File: src/rtl/alu_wide_op_sequencer.sv
// rtl/alu_wide_op_sequencer.sv - sequences a narrow combinational ALU across a wide operand
//
// Runs one WORD_W*NUM_WORDS-bit operation by feeding the external WORD_W-bit
// ALU one word per cycle, least-significant word first. Arithmetic mode chains
// the carry between words. Zero/sign/carry/overflow are reported for the full
// width.
//
// Ports:
//   clk, rst_n                      clock, asynchronous active-low reset
//   req_valid/req_ready             request handshake (ready only in IDLE)
//   req_opsel, req_mode, req_cin    opcode, 1=arithmetic/0=logic, carry into word 0
//   req_a, req_b                    wide operands
//   alu_a, alu_b, alu_opsel,
//   alu_mode, alu_cin               current word slice and controls to the ALU
//   alu_result, alu_c_flag,
//   alu_o_flag                      combinational ALU response for that slice
//   rsp_valid/rsp_ready             response handshake
//   rsp_result, rsp_c/z/s/o         wide result and full-width flags
//   busy                            high while an operation is in flight
module alu_wide_op_sequencer #(
  parameter int WORD_W    = 32,
  parameter int NUM_WORDS = 4
) (
  input  logic                        clk,
  input  logic                        rst_n,
  input  logic                        req_valid,
  output logic                        req_ready,
  input  logic [2:0]                  req_opsel,
  input  logic                        req_mode,
  input  logic                        req_cin,
  input  logic [WORD_W*NUM_WORDS-1:0] req_a,
  input  logic [WORD_W*NUM_WORDS-1:0] req_b,
  output logic [WORD_W-1:0]           alu_a,
  output logic [WORD_W-1:0]           alu_b,
  output logic [2:0]                  alu_opsel,
  output logic                        alu_mode,
  output logic                        alu_cin,
  input  logic [WORD_W-1:0]           alu_result,
  input  logic                        alu_c_flag,
  input  logic                        alu_o_flag,
  output logic                        rsp_valid,
  input  logic                        rsp_ready,
  output logic [WORD_W*NUM_WORDS-1:0] rsp_result,
  output logic                        rsp_c,
  output logic                        rsp_z,
  output logic                        rsp_s,
  output logic                        rsp_o,
  output logic                        busy
);

  localparam int DATA_W = WORD_W * NUM_WORDS;
  localparam int IDX_W  = (NUM_WORDS > 1) ? $clog2(NUM_WORDS) : 1;
  localparam logic [IDX_W-1:0] LAST_IDX = IDX_W'(NUM_WORDS - 1);

  typedef enum logic [1:0] {
    ST_IDLE = 2'd0,
    ST_EXEC = 2'd1,
    ST_DONE = 2'd2
  } state_t;

  state_t              state_q, state_d;
  logic [2:0]          opsel_q, opsel_d;
  logic                mode_q, mode_d;
  logic                cin_q, cin_d;
  logic [DATA_W-1:0]   a_q, a_d;
  logic [DATA_W-1:0]   b_q, b_d;
  logic [IDX_W-1:0]    word_idx_q, word_idx_d;
  logic [DATA_W-1:0]   result_q, result_d;
  logic                carry_q, carry_d;
  logic                zero_acc_q, zero_acc_d;
  logic                c_flag_q, c_flag_d;
  logic                o_flag_q, o_flag_d;

  always_ff @(posedge clk or negedge rst_n) begin
    if (!rst_n) begin
      state_q    <= ST_IDLE;
      opsel_q    <= '0;
      mode_q     <= 1'b0;
      cin_q      <= 1'b0;
      a_q        <= '0;
      b_q        <= '0;
      word_idx_q <= '0;
      result_q   <= '0;
      carry_q    <= 1'b0;
      zero_acc_q <= 1'b0;
      c_flag_q   <= 1'b0;
      o_flag_q   <= 1'b0;
    end else begin
      state_q    <= state_d;
      opsel_q    <= opsel_d;
      mode_q     <= mode_d;
      cin_q      <= cin_d;
      a_q        <= a_d;
      b_q        <= b_d;
      word_idx_q <= word_idx_d;
      result_q   <= result_d;
      carry_q    <= carry_d;
      zero_acc_q <= zero_acc_d;
      c_flag_q   <= c_flag_d;
      o_flag_q   <= o_flag_d;
    end
  end

  always_comb begin
    state_d    = state_q;
    opsel_d    = opsel_q;
    mode_d     = mode_q;
    cin_d      = cin_q;
    a_d        = a_q;
    b_d        = b_q;
    word_idx_d = word_idx_q;
    result_d   = result_q;
    carry_d    = carry_q;
    zero_acc_d = zero_acc_q;
    c_flag_d   = c_flag_q;
    o_flag_d   = o_flag_q;

    req_ready  = 1'b0;
    alu_a      = '0;
    alu_b      = '0;
    alu_opsel  = '0;
    alu_mode   = 1'b0;
    alu_cin    = 1'b0;
    rsp_valid  = 1'b0;
    rsp_result = '0;
    rsp_c      = 1'b0;
    rsp_z      = 1'b0;
    rsp_s      = 1'b0;
    rsp_o      = 1'b0;
    busy       = 1'b0;

    case (state_q)
      ST_IDLE: begin
        req_ready = 1'b1;
        if (req_valid) begin
          opsel_d    = req_opsel;
          mode_d     = req_mode;
          cin_d      = req_cin;
          a_d        = req_a;
          b_d        = req_b;
          word_idx_d = '0;
          result_d   = '0;
          carry_d    = 1'b0;
          zero_acc_d = 1'b1;
          c_flag_d   = 1'b0;
          o_flag_d   = 1'b0;
          state_d    = ST_EXEC;
        end
      end

      ST_EXEC: begin
        busy      = 1'b1;
        alu_a     = a_q[word_idx_q*WORD_W +: WORD_W];
        alu_b     = b_q[word_idx_q*WORD_W +: WORD_W];
        alu_opsel = opsel_q;
        alu_mode  = mode_q;
        // Word 0 takes the request carry; later words take the previous
        // word's carry-out. Logic ops never see a carry.
        alu_cin   = mode_q & ((word_idx_q == '0) ? cin_q : carry_q);

        result_d[word_idx_q*WORD_W +: WORD_W] = alu_result;
        carry_d    = alu_c_flag;
        zero_acc_d = zero_acc_q & (alu_result == '0);

        if (word_idx_q == LAST_IDX) begin
          // Top-word carry is reported only; it is never wrapped to word 0.
          c_flag_d = alu_c_flag;
          o_flag_d = alu_o_flag;
          state_d  = ST_DONE;
        end else begin
          word_idx_d = word_idx_q + IDX_W'(1);
        end
      end

      ST_DONE: begin
        busy       = 1'b1;
        rsp_valid  = 1'b1;
        rsp_result = result_q;
        rsp_c      = mode_q & c_flag_q;
        rsp_z      = zero_acc_q;
        rsp_s      = result_q[DATA_W-1];
        rsp_o      = mode_q & o_flag_q;
        if (rsp_ready) begin
          state_d = ST_IDLE;
        end
      end

      default: begin
        state_d = ST_IDLE;
      end
    endcase
  end

endmodule

File: config.mk
export PLATFORM = sky130hd
export DESIGN_NAME = alu_wide_op_sequencer
export DESIGN_NICKNAME = d
export VERILOG_FILES = /design/src/rtl/alu_wide_op_sequencer.sv
export SDC_FILE = /design/constraint.sdc
export NUM_CORES = 1
export LEC_CHECK = 0
export ABC_AREA = 0
export CORE_MARGIN = 2
export CORE_UTILIZATION = 25
export DETAILED_ROUTE_END_ITERATION = 12
export GPL_ROUTABILITY_DRIVEN = 0
export PLACE_DENSITY = 0.53
export SLEW_MARGIN = 10
export SYNTH_ARGS = -nofsm -noshare
export SYNTH_HDL_FRONTEND = slang
export SYNTH_SLANG_ARGS = --single-unit
File: constraint.sdc
create_clock -name clk -period 4.9 [get_ports clk]
set_clock_uncertainty 0.2 [all_clocks]
set_input_delay 0.735 -clock clk [delete_from_list [all_inputs] [get_ports clk]]
set_output_delay 0.735 -clock clk [all_outputs]
set_load 0.01 [all_outputs]
After elaboration in Yosys (flattened, before gate mapping)
Cells that the tools add are included.
{"block": "totals", "wordCells": 71, "in_bits": 299, "regBits": 397}
{"block": "op_classes", "n_shift": 4, "eq_ne": 7, "muxes": 32, "addsub": 2, "reduce_logical": 10, "bitwise_logic": 4}
{"operator": "2-to-1 mux 128 bit", "n": 2}
{"operator": "case mux 128 bit (2 select lines)", "n": 1}
{"operator": "indexed part select 128 x 8 -> 32 bit", "n": 2}
{"operator": "bitwise mux 128 bit", "n": 1}
{"operator": "variable shift 32 x 34 -> 128 bit (first input constant)", "n": 1}
{"operator": "indexed part select 32 x 34 -> 128 bit", "n": 1}
{"operator": "2-to-1 mux 32 bit", "n": 2}
{"operator": "negation 7 -> 34 bit", "n": 1}
{"operator": "zero test 32 bit", "n": 1}
{"operator": "2-to-1 mux 1 bit", "n": 14}
{"operator": "2-to-1 mux 2 bit", "n": 5}
{"operator": "AND reduction 3 bit", "n": 3}
{"operator": "!= test 2 bit (second input constant)", "n": 4}
{"operator": "case mux 1 bit (2 select lines)", "n": 4}
{"operator": "case mux 2 bit (3 select lines)", "n": 1}
{"operator": "bitwise AND 1 bit", "n": 4}
{"operator": "== test 2 bit (second input constant)", "n": 2}
{"operator": "zero test 2 bit", "n": 2}
{"operator": "case mux 2 bit (2 select lines)", "n": 1}
{"operator": "AND reduction 2 bit", "n": 2}
{"operator": "2-to-1 mux 3 bit", "n": 1}
{"operator": "adder 2 x 1 -> 2 bit (second input constant)", "n": 1}
{"operator": "== test 2 x 1 -> 1 bit (second input constant)", "n": 1}
{"operator": "nonzero test 2 bit", "n": 1}
{"operator": "OR reduction 2 bit", "n": 1}

Depth between registers and ports, before layout
Gate-level depths: netlist of run 1.
{"block": "depth", "depth_word": 4, "ltp_mapped": 9, "mapped_depth_nobuf": 5}

Worst setup path before layout of run 1
Ideal clock, no wire load.
{"block": "synth_timing", "path_type": "reg-to-output", "start": "register word_idx_q[1]", "end": "output port alu_cin", "arrival_time_ns": 1.560, "path_stages_with_launch": 7, "required_time_ns": 3.965, "slack_ns": 2.405, "path_buffers": 2, "path_cell_list": "dfrtp_1 -> buf_4 -> clkbuf_1 -> inv_1 -> ha_1 -> mux2i_1 -> nor2b_1"}
{"block": "synth_between", "elab_chain_cells": 4}
{"element": "start: declaration", "line_no": "67", "text": "logic [IDX_W-1:0] word_idx_q, word_idx_d;"}
{"element": "start signal: assignment", "line_no": "95", "text": "word_idx_q <= word_idx_d;"}
{"element": "zero test 2 bit", "line_no": "159", "text": "alu_cin = mode_q & ((word_idx_q == '0) ? cin_q : carry_q);"}
{"element": "2-to-1 mux 1 bit", "line_no": "159"}
{"element": "bitwise AND 1 bit", "line_no": "159"}
{"element": "2-to-1 mux 1 bit", "line_no": "132", "text": "case (state_q)"}
{"element": "end: declaration", "line_no": "37", "text": "output logic alu_cin,"}
Every way passes these cells.

Final worst setup path of run 1
{"block": "layout_timing", "start": "register word_idx_q[0]", "end": "output port alu_a[20]"}
{"block": "layout_between", "elab_chain_cells": 2}
{"element": "indexed part select 128 x 8 -> 32 bit", "line_no": "153", "text": "alu_a = a_q[word_idx_q*WORD_W +: WORD_W];"}
{"element": "2-to-1 mux 32 bit", "line_no": "132"}
{"element": "end: declaration", "line_no": "33", "text": "output logic [WORD_W-1:0] alu_a,"}
Every way passes these cells.

==> impl_metrics.csv, run 1 <==
group,metric,value,unit
timing,worstMarginPinSlew,1.14,ns
timing,hold_viol,0,
clock_tree,clock_path_buffers,3,
clock_tree,cts.clk_slew.worst_paths,0.06,ns
timing,drv_slew,0,
synthesis,syn-num-nets,1592,
route,drt_pass1_iterations,4,
power_and_ir_drop,p_total,14.7,mW
worst_setup_path,critPathArrivalTime,3.22,ns
global_route,grt_pass1_vias,13700,
worst_setup_path,crit_slowest_cell,"dfrtp_4",
power_and_ir_drop,p_leak,10.4,nW
route,wl_per_cell,20.5,um
outcome,status,"finished, final reports clean",
synthesis,synth_seq_cells,397,
die,dieArea,74900,sq um
die,rows,98,
route,drc,0,
global_route,grt_max_degree,135,
die,initial_core_util,25.3,%
clock_tree,cts_setup_buffers,0,
route,num_vias,12400,
synthesis,async_flop_share,100,%
worst_setup_path,setup.worst_path.start,"word_idx_q[0]$_DFFE_PN0P_",
global_route,grt_overflow,0,
clock_tree,cts_tree,"done",
clock_tree,insertion_delay,0.57,ns
timing,fmax,241,MHz
flow_run,maxCapViolations,0,
cells_and_area,final_cell_mix,"clkdlybuf4s50_1, dfrtp_1, mux2_2",
timing,setup_viol,0,
power_and_ir_drop,cellPowerDensity,574,nW/um^2
cells_and_area,n_fill_cell,6980,
worst_setup_path,path_max_fanout,39,
route,ant_nets,0,
cells_and_area,fin_nets,2075,
synthesis,netlist_area,18200,sq um
worst_hold_path,hold_class,"reg2reg",
worst_setup_path,rr_worst_depth,5,
synthesis,ys_seq_area_share,54.7,%
timing,slew_headroom,24.2,%
route,drtIter0Drc,680,
power_and_ir_drop,switching_share,31.9,%
power_and_ir_drop,p_clk_share,24.3,%
worst_setup_path,crit_chain,"buf_4 -> mux4_2 -> and2_1 -> clkdlybuf4s50_1",
worst_hold_path,worstHoldStart,"result_q[97]$_DFFE_PN0P_",
die,die_w,274,um
placed_design,hpwl,39700,um
worst_setup_path,critPathTopFamily,"flip-flops",
timing,finalWorstPathRequiredPeriod,4.15,ns
global_route,grt_usage,14.9,%
timing,timing.setup.tns,0,ns
synthesis,syn_area_per_cell,14.2,sq um
worst_setup_path,required,3.96,ns
worst_setup_path,startpoint_type,"register",
placed_design,port_buffers,502,
worst_setup_path,end_kind,"primary output",
power_and_ir_drop,comb_power_share,39.0,%
clock_tree,numClockSinks,397,
synthesis,ys_warn_count,0,
power_and_ir_drop,p_int,10.0,mW
clock_tree,cts-root-buf,"clkbuf_16",
cells_and_area,layout_commonest_cell,"clkdlybuf4s50_1",
worst_setup_path,r2r_start,"word_idx_q[0]$_DFFE_PN0P_",
timing,period_share,84.8,%
timing,hold_slack,0.299,ns
die,die_h,274,um
global_route,grt_pass1_wl,85500,um
cells_and_area,area_delta_synth_final,41.4,%
power_and_ir_drop,p_sw,4.70,mW
power_and_ir_drop,power.share.sequential,36.7,%
die,coreArea,71700,sq um
worst_hold_path,min_delay_path_depth,1,
synthesis,syn-instance-count,1284,
worst_setup_path,critPathMaxStageDelay,1.01,ns
worst_setup_path,path_buf_inv,2,
worst_setup_path,path_class,"reg2out",
timing,rsz0062_at_grt,"false",
synthesis,synthFlopType,"dfrtp_1",
power_and_ir_drop,vdd_drop_max,0.000327,V
route,viasPerCell,4.51,
clock_tree,cts_max_level,2,
synthesis,ys_types,42,
route,wl,56500,um
global_route,antenna_found_initial,8,
clock_tree,numCtsBuffers,48,
cells_and_area,final_layout_size_suffix_gt1_share,24.8,%
worst_setup_path,cp_num_cells,4,
synthesis,synth-edff-count,0,
die,io_pins,503,
## final cells by class
type                            count  area (sq um)  area share (%)
Antenna cell                        3          7.51          0.0292
Multi-Input combinational cell    750          7470            29.1
Tap cell                          950          1190            4.62
Clock inverter                     21           184           0.716
Timing Repair Buffer              529          5350            20.8
Clock buffer                       68          1410            5.48
Inverter                           41           154           0.599
Sequential cell                   397          9940            38.7
## final timing paths
path	slack [ns]	end
min reg2reg	0.30	result_q[97]$_DFFE_PN0P_
min in group asynchronous	0.53	result_q[111]$_DFFE_PN0P_
max reg2reg	1.74	result_q[7]$_DFFE_PN0P_
max in group asynchronous	2.68	a_q[72]$_DFFE_PN0P_
max	0.75	alu_a[20]
min	0.30	result_q[97]$_DFFE_PN0P_
## cells in the mapped netlist, drive strengths merged (2+ instances only)
master,number,share of area (%)
a21oi,3,0.083
a22o,96,4.6
a31oi,6,0.21
and2,199,6.8
and3,4,0.14
buf,68,2.9
clkbuf,28,0.58
dfrtp,397,55
ha,9,0.62
inv,41,0.85
mux2,262,16
mux2i,34,1.9
mux4,64,8.0
nand2,35,0.72
nand2b,3,0.10
nand4,2,0.069
nor2,2,0.041
nor2b,4,0.14
nor4,8,0.44
o21ai,3,0.083
o221ai,2,0.096
o22ai,3,0.10
## state kept, by name, summed over array words and instances, names as in the netlist
register    count
b_q           128
a_q           128
zero_acc_q      1
opsel_q         3
state_q         2
mode_q          1
c_flag_q        1
result_q      128
cin_q           1
carry_q         1
word_idx_q      2
o_flag_q        1
## power groups by stage
stage / Sequential, mW / Clock (mW) / Combinational [mW]
after detailed placement: 5.49 / 0 / 5.84
final: 5.42 / 3.58 / 5.75
after floorplan: 5.02 / 0 / 4.10
after CTS: 5.44 / 3.72 / 5.87
after global placement: 5.45 / 0 / 5.76
after global routing: 5.59 / 3.86 / 6.24
## worst register-to-register path, cell delays in order (launching register included)
cell and delay, ns:
dfrtp_4 1.01, inv_1 0.26, ha_1 0.43, and4bb_2 0.85
nand2_1 0.16, mux2i_1 0.17
## per-layer routing
layer	GRT usage, %	vias to the layer above	routed length [um]
met1	18.4	6408	22800
met5	0	-	75
met4	3.93	12	1280
met2	24.8	376	27800
li1	-	5549	-
met3	4.94	91	4570
## per-stage QoR
stage | util [%] | setup WS [ns] | cells | instance area, sq um
floorplan | - | 2.40 | 1284 | 18200
global placement | 33.6 | 1.21 | 2666 | 24100
detailed placement | 33.6 | 1.23 | 2666 | 24100
CTS | 35.8 | 0.559 | 2756 | 25700
global route | 35.8 | 0.515 | 2758 | 25700
finish | 35.8 | 0.746 | 2759 | 25700
## what timing repair did
action | CTS | global route
endpoints found under the hold margin | 68 | 0
hold buffers | 1 | 0
resized for setup | 0 | 0
setup endpoints to repair | 0 | 0
## cells by family after synthesis
logic type	count (synthesis)	share of synthesized area, %
DFF	397	54.7
muxes	360	26.1
and+or+nand+nor	264	8.86
buffers and inverters	137	4.36
AOI/OAI and AO/OA	117	5.38
adders and majority gates	9	0.620
Power figures use the tool's default switching activity.
==> run 2, diff against run 1 <==
- PLACE_DENSITY: 0.53 -> 0.55
- clock period: 4.9 -> 3.68 ns (I/O delays scaled with it)
==> impl_metrics.csv, run 2 (synthesis results as in run 1) <==
group,metric,value,unit
die,coreArea,71700,sq um
flow_run,maxCapViolations,0,
cells_and_area,final_cell_mix,"clkdlybuf4s50_1, dfrtp_1, mux2_2",
clock_tree,cts.clk_slew.worst_paths,0.06,ns
timing,fmax,289,MHz
route,num_vias,12500,
timing,period_share,93.9,%
clock_tree,numClockSinks,397,
worst_setup_path,r2r_slack,0.85,ns
timing,timing.setup.tns,0,ns
global_route,grt_pass1_vias,13600,
cells_and_area,fin_nets,2096,
global_route,grt_pass1_wl,85300,um
worst_setup_path,startpoint_type,"register",
worst_hold_path,worst_hold_path.endpoint,"a_q[70]$_DFFE_PN0P_",
worst_setup_path,end_kind,"primary output",
global_route,antenna_found_initial,12,
die,io_pins,503,
route,viasPerCell,4.48,
clock_tree,clock_path_buffers,3,
route,wl,56300,um
route,drc,0,
route,drt_pass1_iterations,5,
power_and_ir_drop,vdd_drop_max,0.000548,V
cells_and_area,final_layout_size_suffix_gt1_share,25.4,%
outcome,status,"finished, final reports clean",
timing,worstMarginPinSlew,0.669,ns
worst_hold_path,min_delay_path_depth,1,
placed_design,post-place-ws,0.671,ns
global_route,grt_overflow,0,
clock_tree,cts_tree,"done",
worst_setup_path,critPathArrivalTime,2.70,ns
die,initial_core_util,25.3,%
worst_setup_path,rr_worst_depth,7,
clock_tree,cts-root-buf,"clkbuf_16",
worst_hold_path,worstHoldStart,"a_q[70]$_DFFE_PN0P_",
worst_setup_path,path_max_fanout,115,
die,die_w,274,um
timing,setup_viol,0,
clock_tree,numCtsBuffers,47,
timing,slew_headroom,55.4,%
die,die_h,274,um
timing,setup_ws,0.225,ns
timing,finalWorstPathRequiredPeriod,3.46,ns
cells_and_area,layout_commonest_cell,"clkdlybuf4s50_1",
placed_design,port_buffers,502,
worst_setup_path,required,2.93,ns
global_route,grt_usage,14.7,%
die,dieArea,74900,sq um
timing,rsz0062_at_grt,"false",
route,wl_per_cell,20.2,um
timing,hold_viol,0,
worst_setup_path,path_class,"reg2out",
clock_tree,cts_max_level,2,
cells_and_area,area_delta_synth_final,42.7,%
worst_setup_path,reg2reg_to,"result_q[14]$_DFFE_PN0P_",
timing,drv_slew,0,
die,rows,98,
global_route,grt_max_degree,116,
power_and_ir_drop,cellPowerDensity,764,nW/um^2
power_and_ir_drop,p_leak,10.6,nW
placed_design,hpwl,40400,um
worst_hold_path,hold_class,"reg2reg",
cells_and_area,top_regs,"a_q (128), b_q (128), result_q (128)",
worst_setup_path,r2r_start,"word_idx_q[0]$_DFFE_PN0P_",
clock_tree,insertion_delay,0.56,ns
route,drtIter0Drc,633,
route,ant_nets,0,
==> run 2: changes by cell type in the layout (fill, tap and decap cells not counted), moves of 2 or more <==
cell / change
buf_4: +17
clkbuf_8: -3
diode_2: +5
bufinv_16: +2
clkinv_4: -2
buf_12: +4
clkbuf_1: +4
==> run 2: metal layers <==
layer | GRT usage, % | vias up | wire [um]
met5 | 0 | - | 34
met4 | 4.11 | 6 | 1320
met3 | 4.11 | 82 | 3920
met2 | 24.2 | 389 | 27200
met1 | 18.9 | 6399 | 23900
li1 | - | 5603 | -
==> run 2: power by group <==
| part | switching, mW | leakage (nW) | internal [mW] | total [mW] |
|---|---|---|---|---|
| Combinational | 3.37 | 4.84 | 4.60 | 7.97 |
| Clock | 1.90 | 0.775 | 2.85 | 4.75 |
| Sequential | 0.997 | 4.95 | 6.10 | 7.09 |
| Total | 6.27 | 10.6 | 13.5 | 19.8 |
==> run 2: how the worst max path moves through the flow <==
stage                              start                        to  depth (start not counted)  slack [ns]
6_report          state_q[0]$_DFFE_PN0P_            rsp_result[37]                          5        0.22
3_3_place_gp   word_idx_q[0]$_DFFE_PN0P_                 alu_b[23]                          4        0.66
4_1_cts        word_idx_q[0]$_DFFE_PN0P_                 alu_b[29]                          4        0.04
3_5_place_dp   word_idx_q[0]$_DFFE_PN0P_                 alu_b[29]                          4        0.67
2_1_floorplan  word_idx_q[1]$_DFFE_PN0P_  result_q[86]$_DFFE_PN0P_                          8        1.20
5_1_grt        word_idx_q[0]$_DFFE_PN0P_                   alu_cin                          6        0.02
==> run 2: cell type report <==
| cell class | count | area [sq um] |
|---|---|---|
| clock inverters | 20 | 226 |
| fillers | 6928 | 45800 |
| flip-flops and latches | 397 | 9940 |
| well taps | 950 | 1190 |
| inverters | 41 | 154 |
| diodes | 8 | 20.0 |
| clock buffers | 68 | 1360 |
| repair buffers | 551 | 5570 |
| multi-input cells | 750 | 7470 |
==> run 2: metrics by stage <==
stage	instance area [sq um]	util [%]	total power [mW]	std cells	hold WS, ns
finish	25900	36.2	19.8	2785	0.298
global route	25900	36.1	21.0	2781	0.308
CTS	25900	36.1	20.1	2776	0.301
detailed placement	24300	33.9	15.2	2687	0.283
global placement	24300	33.9	15.1	2687	0.281
floorplan	18200	-	12.1	1284	0.0564
==> run 2: what timing repair did <==
| item | in CTS | in global routing |
|---|---|---|
| endpoints found under the hold margin | 62 | 0 |
| resized for setup | 0 | 0 |
| setup buffers | 0 | 1 |
| endpoints found under the setup margin | 0 | 22 |
| hold buffers | 1 | 0 |
==> run 2: critical path, stage by stage (launching register included) <==
cell             delay [ns]
dfrtp_1                0.40
inv_1                  0.09
ha_2                   0.38
buf_12                 0.34
and2_1                 0.24
clkdlybuf4s50_1        0.56
